==> src/rtl/im_loader.sv <==
// im_loader: receives a length-prefixed little-endian byte stream and writes it into instruction memory
module im_loader #(
    parameter int ADDR_W    = 16,
    parameter int MAX_WORDS = 32,
    parameter int TIMEOUT   = 1000000
) (
    input  logic              clk,
    input  logic              rst,
    input  logic              start,
    input  logic [7:0]        rx_data,
    input  logic              rx_valid,
    output logic              rx_ready,
    output logic              we,
    output logic [ADDR_W-1:0] waddr,
    output logic [31:0]       wdata,
    output logic              busy,
    output logic              done,
    output logic              err,
    output logic              cpu_rst
);
    localparam int WI = $clog2(MAX_WORDS + 1);
    localparam int TW = $clog2(TIMEOUT + 1);
    localparam logic [TW-1:0] TMO_LAST = TW'(TIMEOUT - 1);

    typedef enum logic [2:0] {IDLE, LEN0, LEN1, DATA, WRITE, DONE, ERR} state_t;

    state_t            state_q, state_d;
    logic [15:0]       len_q, len_d;
    logic [WI-1:0]     widx_q, widx_d;
    logic [1:0]        bidx_q, bidx_d;
    logic [TW-1:0]     tmo_q, tmo_d;
    logic [23:0]       buf_q, buf_d;
    logic [ADDR_W-1:0] waddr_q, waddr_d;
    logic [31:0]       wdata_q, wdata_d;
    logic              acc, last;
    logic [15:0]       n;

    assign rx_ready = state_q == LEN0 || state_q == LEN1 || state_q == DATA;
    assign we       = state_q == WRITE;
    assign busy     = !(state_q == IDLE || state_q == DONE || state_q == ERR);
    assign done     = state_q == DONE;
    assign err      = state_q == ERR;
    assign cpu_rst  = state_q != DONE;
    assign waddr    = waddr_q;
    assign wdata    = wdata_q;
    assign acc      = rx_valid && rx_ready;
    assign n        = {rx_data, len_q[7:0]};
    assign last     = (16'(widx_q) + 16'd1) == len_q;

    always_comb begin
        state_d = state_q;
        len_d   = len_q;
        widx_d  = widx_q;
        bidx_d  = bidx_q;
        tmo_d   = tmo_q;
        buf_d   = buf_q;
        waddr_d = waddr_q;
        wdata_d = wdata_q;
        case (state_q)
            IDLE, DONE, ERR: begin
                if (start) begin
                    state_d = LEN0;
                    widx_d  = '0;
                    bidx_d  = '0;
                    tmo_d   = '0;
                end
            end
            LEN0, LEN1, DATA: begin
                tmo_d = acc ? '0 : tmo_q + 1'b1;
                // the edge on which the idle count reaches TIMEOUT is the edge that enters ERR
                if (!acc && tmo_q == TMO_LAST) begin
                    state_d = ERR;
                end else if (acc && state_q == LEN0) begin
                    len_d[7:0] = rx_data;
                    state_d    = LEN1;
                end else if (acc && state_q == LEN1) begin
                    len_d[15:8] = rx_data;
                    state_d     = n == 16'd0 ? DONE : n > 16'(MAX_WORDS) ? ERR : DATA;
                end else if (acc) begin
                    buf_d  = {rx_data, buf_q[23:8]};
                    bidx_d = bidx_q + 1'b1;
                    if (bidx_q == 2'd3) begin
                        state_d = WRITE;
                        wdata_d = {rx_data, buf_q};
                        waddr_d = ADDR_W'({widx_q, 2'b00});
                    end
                end
            end
            WRITE: begin
                state_d = last ? DONE : DATA;
                widx_d  = last ? widx_q : widx_q + 1'b1;
            end
            default: state_d = IDLE;
        endcase
    end

    always_ff @(posedge clk) begin
        if (rst) begin
            state_q <= IDLE;
            len_q   <= '0;
            widx_q  <= '0;
            bidx_q  <= '0;
            tmo_q   <= '0;
            buf_q   <= '0;
            waddr_q <= '0;
            wdata_q <= '0;
        end else begin
            state_q <= state_d;
            len_q   <= len_d;
            widx_q  <= widx_d;
            bidx_q  <= bidx_d;
            tmo_q   <= tmo_d;
            buf_q   <= buf_d;
            waddr_q <= waddr_d;
            wdata_q <= wdata_d;
        end
    end
endmodule

==> config.mk <==
export PLATFORM = sky130hd
export DESIGN_NAME = im_loader
export DESIGN_NICKNAME = d
export VERILOG_FILES = /design/src/rtl/im_loader.sv
export SDC_FILE = /design/constraint.sdc
export NUM_CORES = 1
export LEC_CHECK = 0
export ABC_AREA = 1
export ABC_CLOCK_PERIOD_IN_PS = 1800
export BUFFER_PORTS_ARGS = -buffer_cell sky130_fd_sc_hd__buf_2
export CORE_ASPECT_RATIO = 2
export CORE_MARGIN = 4
export CORE_UTILIZATION = 52
export CTS_CLUSTER_DIAMETER = 100
export DETAILED_ROUTE_END_ITERATION = 10
export HOLD_SLACK_MARGIN = 0.15
export PLACE_DENSITY = 0.87
export SETUP_SLACK_MARGIN = 0.5
export SYNTH_ARGS = -nofsm -noshare
export SYNTH_HDL_FRONTEND = slang
export SYNTH_SLANG_ARGS = --single-unit
==> constraint.sdc <==
create_clock -name clk -period 1.8 [get_ports clk]
set_clock_uncertainty 0.15 [all_clocks]
set_input_delay 0.36 -clock clk [delete_from_list [all_inputs] [get_ports clk]]
set_output_delay 0.36 -clock clk [all_outputs]
set_load 0.05 [all_outputs]
==> results by group, run 1 <==
STA
  • Worst_ep kind: register data pin
  • Crit. endpoint post-GRT repair: widx_q[2]$_SDFFE_PP0P_/D

Global route
  • Overall Global Routing Usage: 0.644
  • Overflow after GRT: 39
  • Largest net degree at the start of global routing: 42

Synthesis
  • Post-synthesis average cell area: 7.12 um^2
  • Post-Syn Area: 4840 um^2
  • Yosys cell types: 38
  • Register area share after synthesis: 0.451
  • Synthesized flop and latch total: 109
  • Syn Inst Count: 680
  • Synthesis Warnings: 0

Die
  • FP Rows: 49
  • Initial core utilization: 0.534
  • Die Span X: 76.2 um
  • Die Height: 144 um
  • Ports: 66

CTS
  • H-tree levels: 3
  • Clk root buf: clkbuf_16
  • TritonCTS buffer count: 9
  • Sink Count: 109
  • Clock buffer depth: 2

Place
  • DP Area: 5450 um^2
  • RD Place Congestion: 0.921
  • Port-buffer cells: 55
  • HPWL Detailed: 8.94 mm

Run status
  • Outcome: stopped before the end
  • First error: [ERROR GRT-0232] Routing congestion too high. Check the congestion heatmap in the GUI.
  • Failed at: global routing (5_1_grt)
## what timing repair did
item / 4_1_cts
pin swaps: 50
resized for setup: 393
hold buffers: 1
cloned: 13
endpoints found under the setup margin: 150
buffers inserted: 52
endpoints found under the hold margin: 1
## cell usage after synthesis (all sizes together)
cell type / n / share of area
nand4: 10 / 0.013
o21ai: 74 / 0.077
nand2: 150 / 0.12
o211ai: 1 / 0.0016
nand3b: 4 / 0.0062
conb: 1 / 0.00077
xor2: 1 / 0.0018
a21oi: 80 / 0.085
ha: 3 / 0.0078
nand3: 30 / 0.035
clkbuf: 13 / 0.010
and3: 2 / 0.0026
nor3b: 1 / 0.0016
inv: 63 / 0.049
nor3: 9 / 0.014
o31ai: 1 / 0.0016
nor2: 98 / 0.078
clkinv: 1 / 0.00077
or2: 1 / 0.0013
o21bai: 1 / 0.0016
buf: 25 / 0.039
dfxtp: 109 / 0.45
a221oi: 2 / 0.0036
## logic make-up after synthesis
family	Yosys count	synth area share
flip-flops	109	0.451
AO/OA/AOI/OAI	159	0.171
buffers and inverters	102	0.0989
XOR/XNOR	1	0.00181
AND/OR/NAND/NOR	305	0.270
adder cells (fa/ha/maj)	3	0.00775
other	1	0.000774
## metrics by stage
stage,setup WS [ps],cells
floorplan,130,689
global placement,-29.7,830
detailed placement,-83.8,830
CTS,-14.0,912
## layer usage
| metal | GRT overflow | GRT usage |
|---|---|---|
| met5 | 0 | 0 |
| met2 | 25 | 0.909 |
| met3 | 1 | 0.361 |
| met4 | 13 | 0.743 |
| met1 | 0 | 0.614 |
==> run 2: changes to the inputs <==
Settings changed: ABC_CLOCK_PERIOD_IN_PS 1800 to 2350, CORE_ASPECT_RATIO 2 to unset, CORE_UTILIZATION 52 to 40, CTS_CLUSTER_DIAMETER 100 to unset, HOLD_SLACK_MARGIN 0.15 to unset, PLACE_DENSITY 0.87 to unset, PLACE_DENSITY_LB_ADDON set to 0.15, SETUP_SLACK_MARGIN 0.5 to unset.
Clock period 1.8 ns to 2.35 ns, I/O delays scaled along.
==> run 2 against run 1 <==
Against the previous run:
- the flow now finishes without violations
- synthesized cell count did not move
- synthesized area did not move
==> results by group, run 2 <==
Run status
  • Outcome: complete, no violations

Synthesis
  • Post-synthesis average cell area: 7.12 um^2 (unchanged)
  • EDFF count, synth: 0 (unchanged)
  • Post-synth top cells: nand2_1 (145), dfxtp_1 (109), nor2_1 (96)
  • Syn Inst Count: 680 (unchanged)
  • Yosys cell types: 38 (unchanged)
  • Top post-synthesis cells by area: dfxtp_1 (45%), nand2_1 (11%), a21oi_1 (8.2%)
  • Ys async rst share: 0 (unchanged)
  • Post-Syn Area: 4840 um^2 (unchanged)
  • Synthesized flop and latch total: 109 (unchanged)
  • Count leader, synth: nand2_1
  • Post-synth top area cell: dfxtp_1
  • Main synth FF type: dfxtp_1
  • Synthesis Warnings: 0 (unchanged)
  • Register area share after synthesis: 0.451 (unchanged)
  • Top cell type's share of synthesized area: 0.451 (unchanged)

STA
  • F_max: 462 MHz
  • Slew Limit Headroom: 0.515
  • Least-Margin Pin Slew: 726 ps
  • Fin Hold WS: 266 ps
  • Tmin final: 2170 ps
  • Setup violations, final: 0
  • Final Hold Violating Endpoints: 0
  • Pins Over Slew Limit: 0
  • Crit share post-route: 0.922
  • RSZ-0062 raised after global routing: no
  • TNS Setup: 0 ps

CTS
  • Skew-Pair Late Insertion Delay: 340 ps
  • Setup Buffers After CTS: 0 (-100%)
  • TritonCTS buffer count: 9 (unchanged)
  • Clock buffer depth: 2 (unchanged)
  • Clk root buf: clkbuf_16
  • Sink Count: 109 (unchanged)
  • Cts hold-fix bufs: 0 (-1)
  • Clock Pin Slew Worst Setup and Hold Paths: 70 ps
  • H-tree levels: 3 (unchanged)
  • CTS tree: done

Die
  • Ports: 66 (unchanged)
  • Die Area: 13900 um^2
  • Initial core utilization: 0.417 (-0.117)
  • Die Span X: 118 um (+55%)
  • FP Rows: 39 (-20%)
  • Core box area: 11600 um^2
  • Die Height: 118 um (-18%)

Setup path
  • CP endpoint kind: output port
  • Worst EP arrival: 1550 ps
  • Worst setup SP type: register
  • CP Max Fanout: 8
  • CP Data Required Time: 1730 ps
  • Worst path max stage delay: 450 ps
  • Crit-path cells: inv_2 > nor2_2 > buf_2
  • Crit Path Category: reg2out
  • Slowest-stage cell, CP: dfxtp_1
  • Reg2reg path depth: 11

Place
  • Port-buffer cells: 55 (unchanged)
  • RD Place Congestion: 0.870 (-5.6%)
  • Post-Place Cells: 859 (+3.5%)
  • HPWL Detailed: 8.01 mm (-10%)

Global route
  • Overall Global Routing Usage: 0.169
  • Overflow after GRT: 0
  • Initial antenna violation count: 0
  • Vias in the first global route: 4075
  • Global-route wire length before repair: 19.7 mm
  • Largest net degree at the start of global routing: 65

Pwr
  • Total power: 4740 uW
  • PwrDens: 863 nW/um^2
  • Pleak: 0.00217 uW
  • Largest vdd supply drop: 0.000710 V

Min path
  • Hold Path Class: in2reg
  • Worst hold stages: 3

Detailed routing
  • Routed wire per std cell: 13.0 um
  • Total Wirelength: 11.3 mm
  • Post-DRT Antenna Nets: 0
  • TritonRoute pass-1 iters: 4
  • DR vias: 4332
  • Via/cell ratio: 4.95
  • DRT iter0 DRCs: 262
  • Residual DRC: 0

Layout
  • Non-filler cells in the finished layout: 875
  • Most frequent cells in the layout: nand2_1 (145), dfxtp_1 (109), nor2_1 (95)
  • Max reg flops: 32
  • P&R area growth vs syn: 13.4%
  • Leading cell type in the layout, fill and taps excluded: nand2_1
  • N_diodes: 0
  • Layout Nets: 742
  • Share of post-route cells with drive strength above 1: 0.145

Flow run
  • MaxCap Viol Count: 0
## run 2: cell counts after synthesis
Identical to the previous run, type by type.
## run 2: timing repair
item / CTS / global route
endpoints found under the hold margin: 0 / 0
setup endpoints to repair: 0 / 1
gates resized for setup: 0 / 1
## run 2: layer usage
| layer | up-vias | track usage | share of wire |
|---|---|---|---|
| li1 | 2276 | - | - |
| met1 | 1965 | 0.221 | 0.48 |
| met2 | 79 | 0.282 | 0.47 |
| met3 | 12 | 0.0332 | 0.038 |
| met4 | 0 | 0.0476 | 0.013 |
| met5 | - | 0 | 0 |
## run 2: final timing paths
path                                start                endpoint  slack, ps
setup / recovery  state_q[2]$_SDFFE_PP0P_                      we        180
hold / removal                 rx_data[1]  buf_q[17]$_SDFFE_PP0P_        270
setup reg to reg   widx_q[0]$_SDFFE_PP0P_  widx_q[1]$_SDFFE_PP0P_        270
hold reg to reg    len_q[12]$_SDFFE_PP0P_  len_q[12]$_SDFFE_PP0P_        300
## run 2: cell families (layout without fill, tap and decap cells)
kind of cell | count (synthesis) | after routing | synth area share
and+or+nand+nor | 305 | 305 | 0.270
AOI/OAI and AO/OA | 159 | 159 | 0.171
DFF | 109 | 109 | 0.451
buffers and inverters | 102 | 145 | 0.0989
adders and majority gates | 3 | 3 | 0.00775
other | 1 | 10 | 0.000774
xor gates and xnor gates | 1 | 1 | 0.00181
## run 2: where the power goes
group	switching (uW)	internal, uW
Sequential	88.1	1940
Combinational	832	321
Clock	691	870
## run 2: layout make-up
type | instances | area, um^2
timing repair buffer | 65 | 363
multi-input combinational | 478 | 2220
tap | 143 | 179
clock buffer | 11 | 243
fill | 1176 | 6120
sequential | 109 | 2180
clock inverter | 5 | 66.3
inverter | 64 | 243
## run 2: worst max-delay path: cells and delay by family (launching register included)
family                 cells  cell delay, ps
and+or+nand+nor            1             320
DFF                        1             450
buffers and inverters      2             430
## run 2: metrics by stage
stage,cell area [um^2],worst slack [ps],util
floorplan,4880,77.6,-
global placement,5180,224,0.446
detailed placement,5180,142,0.446
CTS,5490,176,0.473
global route,5490,9.96,0.473
finish,5490,184,0.473
No activity file was read; power rests on OpenSTA's default activity.
==> run 3: changes to the inputs <==
Settings changed: CORE_UTILIZATION 40 to 35.
==> run 3 against run 2 <==
Against the previous run:
- via count is 0.55% higher
- critical path type unchanged
- largest cell class unchanged
- worst setup slack hardly changed
- clock power about the same
==> results by group, run 3 (synthesis gave the netlist of run 2 again) <==
CTS
  • Clk root buf: clkbuf_16
  • Clock buffer depth: 2 (unchanged)
  • Clock Pin Slew Worst Setup and Hold Paths: 80 ps (about the same)
  • Sink Count: 109 (unchanged)
  • CTS tree: done
  • Setup Buffers After CTS: 0 (unchanged)
  • H-tree levels: 3 (unchanged)
  • Post-CTS sizing: 0 (unchanged)
  • Cts hold-fix bufs: 0 (unchanged)
  • Skew-Pair Late Insertion Delay: 350 ps (about the same)
  • TritonCTS buffer count: 9 (unchanged)

Global route
  • Vias in the first global route: 4104 (+0.71%)
  • Initial antenna violation count: 0 (unchanged)
  • Global-route wire length before repair: 19.8 mm (+0.45%)
  • Largest net degree at the start of global routing: 56 (-14%)
  • Overall Global Routing Usage: 0.150 (-0.0184)
  • Overflow after GRT: 0 (unchanged)

Die
  • Die Span X: 126 um (+6.4%)
  • Die Height: 126 um (+6.4%)
  • Die Area: 15800 um^2 (+13%)
  • Core box area: 13400 um^2 (+15%)
  • FP Rows: 42 (+7.7%)
  • Ports: 66 (unchanged)
  • Initial core utilization: 0.361 (-0.0556)

Pwr
  • Pleak: 0.00217 uW (+0.19%)
  • Largest vdd supply drop: 0.000552 V (-22%)
  • Total power: 4770 uW (+0.58%)
  • PwrDens: 862 nW/um^2 (-0.15%)

Layout
  • N_diodes: 0 (unchanged)
  • Leading cell type in the layout, fill and taps excluded: nand2_1
  • Share of post-route cells with drive strength above 1: 0.143 (-0.00137)
  • P&R area growth vs syn: 14.3%
  • FILL cells: 1429 (+22%)
  • Layout Nets: 742 (unchanged)
  • Most frequent cells in the layout: nand2_1 (145), dfxtp_1 (109), nor2_1 (96)
  • Max reg flops: 32 (unchanged)
  • Register area: 2180 um^2 (unchanged)
  • Multi-input gate area: 2220 um^2 (-0.11%)

Setup path
  • CP delay by family, top: flip-flops
  • Worst path bufs/invs: 2 (unchanged)
  • CP Data Required Time: 1730 ps (about the same)
  • Worst setup SP type: register
  • CP endpoint kind: output port
  • Crit-path cells: inv_2 > nor2_2 > buf_2
  • Crit Path Category: reg2out
  • Worst path max stage delay: 440 ps (about the same)
  • Worst EP arrival: 1550 ps (about the same)
  • Slowest-stage cell, CP: dfxtp_1
  • CP Max Fanout: 8 (unchanged)

Detailed routing
  • Routed wire per std cell: 12.9 um (-0.76%)
  • Residual DRC: 0 (unchanged)
  • DR vias: 4356 (+0.55%)
  • TritonRoute pass-1 iters: 5 (+1)
  • Post-DRT Antenna Nets: 0 (unchanged)
  • Via/cell ratio: 4.80 (-3.1%)
  • Total Wirelength: 11.7 mm (+3.0%)
  • DRT iter0 DRCs: 319 (+22%)

Place
  • Port-buffer cells: 55 (unchanged)
  • RD Place Congestion: 0.878 (+0.99%)
  • HPWL Detailed: 8.31 mm (+3.7%)

STA
  • F_max: 462 MHz (about the same)
  • Fin Hold WS: 258 ps (-7.90 ps)
  • RSZ-0062 raised after global routing: no
  • Setup violations, final: 0 (unchanged)
  • Least-Margin Pin Slew: 745 ps (+19.1 ps)
  • Slew Limit Headroom: 0.502 (-0.0127)
  • Tmin final: 2170 ps (-0.196 ps)
  • Crit share post-route: 0.922 (about the same)
  • Pins Over Slew Limit: 0 (unchanged)
  • TNS Setup: 0 ps (unchanged)
  • Final Hold Violating Endpoints: 0 (unchanged)

Run status
  • Outcome: complete, no violations

Min path
  • Hold Path Class: in2reg

Flow run
  • MaxCap Viol Count: 0 (unchanged)
run 3: cell count changes in the layout (fill, tap and decap cells not counted), sizes merged:
cell,change
clkinvlp,-1
clkinv,+1
run 3: worst paths after layout:
check	startpoint	to	slack, ps	depth (start not counted)
worst max-delay path	state_q[2]$_SDFFE_PP0P_	we	180	3
worst min-delay path	rx_data[1]	buf_q[17]$_SDFFE_PP0P_	260	3
worst max register to register	state_q[0]$_SDFFE_PP0P_	waddr[5]$_SDFFE_PP0P_	260	10
worst min register to register	len_q[12]$_SDFFE_PP0P_	len_q[12]$_SDFFE_PP0P_	300	2
run 3: final cells by class:
cell class,count,share of cell area
Sequential cell,109,0.394
Clock buffer,11,0.0439
Inverter,64,0.0439
Multi-Input combinational cell,478,0.400
Timing Repair Buffer,65,0.0656
Tap cell,176,0.0398
Clock inverter,5,0.0122
run 3: worst register-to-register path, delay by kind of cell, from the launching register on:
kind / cells / cell delay [ps]
buf+inv: 3 / 680
compound gates: 2 / 360
flops: 1 / 390
simple gates: 5 / 460
run 3: power by group:
group | switching (uW) | leakage (uW) | internal, uW | total, uW
combinational | 836 | 0.00114 | 321 | 1160
clock | 712 | 0.000152 | 872 | 1580
sequential | 88.6 | 0.000880 | 1940 | 2030
total | 1640 | 0.00217 | 3130 | 4770
run 3: layer usage:
metal,global-route usage,vias to the layer above,part of all wire
met4,0.0529,0,0.021
li1,-,2280,-
met3,0.0351,18,0.043
met1,0.192,1964,0.46
met5,0,-,0
met2,0.250,94,0.47
run 3: per-stage QoR:
step	worst slack [ps]	std cells	area (um^2)	utilization
2_1_floorplan	77.6	689	4880	-
3_3_place_gp	200	892	5220	0.390
3_5_place_dp	93.6	892	5220	0.390
4_1_cts	170	908	5530	0.413
5_1_grt	9.45	908	5530	0.413
6_report	184	908	5530	0.413
==> run 4: changes to the inputs <==
Settings changed: ABC_CLOCK_PERIOD_IN_PS 2350 to 2200, CTS_CLUSTER_SIZE set to 24, MAX_ROUTING_LAYER set to met4.
Clock period 2.35 ns to 2.2 ns, I/O delays scaled along.
==> run 4 against run 3 <==
Against the previous run:
- sequential power up 7%
- combinational power up 11%
- critical path depth up 3
- largest power group unchanged
- register-to-register slack worse by 20 ps
- via count up 1.2%
- highest routed layer unchanged
- critical path type unchanged
- count of clock-buffer cells in the layout unchanged
==> results by group, run 4 (synthesis gave the netlist of run 2 again) <==
Run status
  • Outcome: complete, no violations

Global route
  • Largest net degree at the start of global routing: 56 (unchanged)
  • Overall Global Routing Usage: 0.156 (+0.00521)
  • Vias in the first global route: 4083 (-0.51%)
  • Overflow after GRT: 0 (unchanged)
  • Global-route wire length before repair: 19.8 mm (+0.31%)
  • Initial antenna violation count: 0 (unchanged)

Setup path
  • Worst setup SP type: register
  • Reg2reg path depth: 11 (+1)
  • CP endpoint kind: output port
  • CP Max Fanout: 5 (-3)
  • R2r setup slk: 240 ps (-20 ps)
  • Critical R2R Capture: state_q[2]$_SDFFE_PP0P_
  • Worst path max stage delay: 350 ps (-90 ps)
  • Crit-path cells: inv_1 > nor2_1 > inv_2 > nand3_2 > nand2_2 > buf_2
  • R2r startpoint: tmo_q[0]$_SDFFE_PP0P_
  • Crit Path Category: reg2out
  • Worst EP arrival: 1470 ps (-80 ps)
  • Slowest-stage cell, CP: dfxtp_1
  • CP Data Required Time: 1610 ps (-120 ps)

Detailed routing
  • TritonRoute pass-1 iters: 5 (unchanged)
  • Post-DRT Antenna Nets: 0 (unchanged)
  • Residual DRC: 0 (unchanged)
  • DR vias: 4407 (+1.2%)
  • DRT iter0 DRCs: 344 (+7.8%)
  • Via/cell ratio: 4.84 (+0.95%)
  • Total Wirelength: 11.8 mm (+0.92%)
  • Routed wire per std cell: 13.0 um (+0.69%)

CTS
  • CTS tree: done
  • Sink Count: 109 (unchanged)
  • Cts hold-fix bufs: 0 (unchanged)
  • TritonCTS buffer count: 9 (unchanged)
  • Clk root buf: clkbuf_16
  • Skew-Pair Late Insertion Delay: 360 ps (about the same)
  • Clock buffer depth: 2 (unchanged)
  • Clock Pin Slew Worst Setup and Hold Paths: 70 ps (about the same)
  • H-tree levels: 3 (unchanged)

Layout
  • Leading cell type in the layout, fill and taps excluded: nand2_1
  • N_diodes: 0 (unchanged)
  • Most frequent cells in the layout: nand2_1 (145), dfxtp_1 (108), nor2_1 (93)
  • Max reg flops: 32 (unchanged)
  • Non-filler cells in the finished layout: 910 (+0.22%)
  • Share of post-route cells with drive strength above 1: 0.154 (+0.0105)
  • FILL cells: 1408 (-1.5%)
  • P&R area growth vs syn: 15.3%
  • Layout Nets: 744 (+0.27%)

Place
  • HPWL Detailed: 8.32 mm (+0.15%)
  • Port-buffer cells: 55 (unchanged)
  • Post-Place Cells: 894 (+0.22%)
  • RD Place Congestion: 0.867 (-1.3%)

Die
  • Ports: 66 (unchanged)
  • Die Area: 15800 um^2 (unchanged)
  • FP Rows: 42 (unchanged)
  • Initial core utilization: 0.361 (unchanged)
  • Core box area: 13400 um^2 (unchanged)
  • Die Height: 126 um (unchanged)
  • Die Span X: 126 um (unchanged)

Min path
  • Worst hold stages: 3 (unchanged)
  • Hold Path Class: in2reg
  • Hold_sp: rx_data[0]
  • Hold Path End: buf_q[16]$_SDFFE_PP0P_

STA
  • Fin Hold WS: 222 ps (-36.1 ps)
  • TNS Setup: 0 ps (unchanged)
  • Final Hold Violating Endpoints: 0 (unchanged)
  • Pins Over Slew Limit: 0 (unchanged)
  • Setup violations, final: 0 (unchanged)
  • F_max: 485 MHz
  • Tmin final: 2060 ps
  • Crit share post-route: 0.938
  • RSZ-0062 raised after global routing: no

Pwr
  • Total power: 5170 uW (+8.4%)
  • PwrDens: 926 nW/um^2 (+7.5%)
  • Pleak: 0.00219 uW (+0.64%)
  • Largest vdd supply drop: 0.000782 V (+42%)

Flow run
  • MaxCap Viol Count: 0 (unchanged)
run 4: cell count changes in the layout (fill, tap and decap cells not counted), sizes merged:
cell and change:
inv +1, buf +2, clkinv -1
run 4: report_power, final:
group / switching [uW] / internal (uW)
registers: 94.2 / 2070
logic: 911 / 375
clock network: 761 / 956
total: 1770 / 3410
run 4: area by class of cell:
| cell class | instances | area, um^2 | share of cell area |
|---|---|---|---|
| Clock buffer | 11 | 253 | 0.0453 |
| Sequential cell | 109 | 2180 | 0.391 |
| Timing Repair Buffer | 67 | 390 | 0.0699 |
| Multi-Input combinational cell | 478 | 2230 | 0.400 |
| Inverter | 64 | 245 | 0.0439 |
| Clock inverter | 5 | 61.3 | 0.0110 |
| Tap cell | 176 | 220 | 0.0394 |
run 4: worst max path at each step:
stage,end,from
after CTS,we,state_q[2]$_SDFFE_PP0P_
final,busy,state_q[1]$_SDFFE_PP0P_
after global routing,busy,state_q[1]$_SDFFE_PP0P_
after detailed placement,waddr[6]$_SDFFE_PP0P_,rx_valid
after floorplan,cpu_rst,state_q[2]$_SDFFE_PP0P_
after global placement,state_q[1]$_SDFFE_PP0P_,widx_q[0]$_SDFFE_PP0P_
run 4: critical path: cells and delay by family (launching register included):
kind	cells	cell delay [ps]
buffers and inverters	3	390
and+or+nand+nor	3	380
DFF	1	350
run 4: layer usage:
metal	track usage	up-vias	wire [um]
met5	-	-	0
met4	0.0383	0	148
met3	0.0423	16	575
met2	0.250	92	5550
met1	0.196	2013	5520
li1	-	2286	-
run 4: what timing repair did:
action,in CTS,in global routing
resized for setup,0,7
endpoints found under the setup margin,0,31
setup buffers,0,0
run 4: per-stage QoR:
stage                     area, um^2  worst slack, ps  utilization
after floorplan                 4880              273            -
after global placement          5250              118        0.392
after detailed placement        5250             83.0        0.392
after CTS                       5570             25.6        0.416
after global routing            5580             6.70        0.417
final                           5580              137        0.417
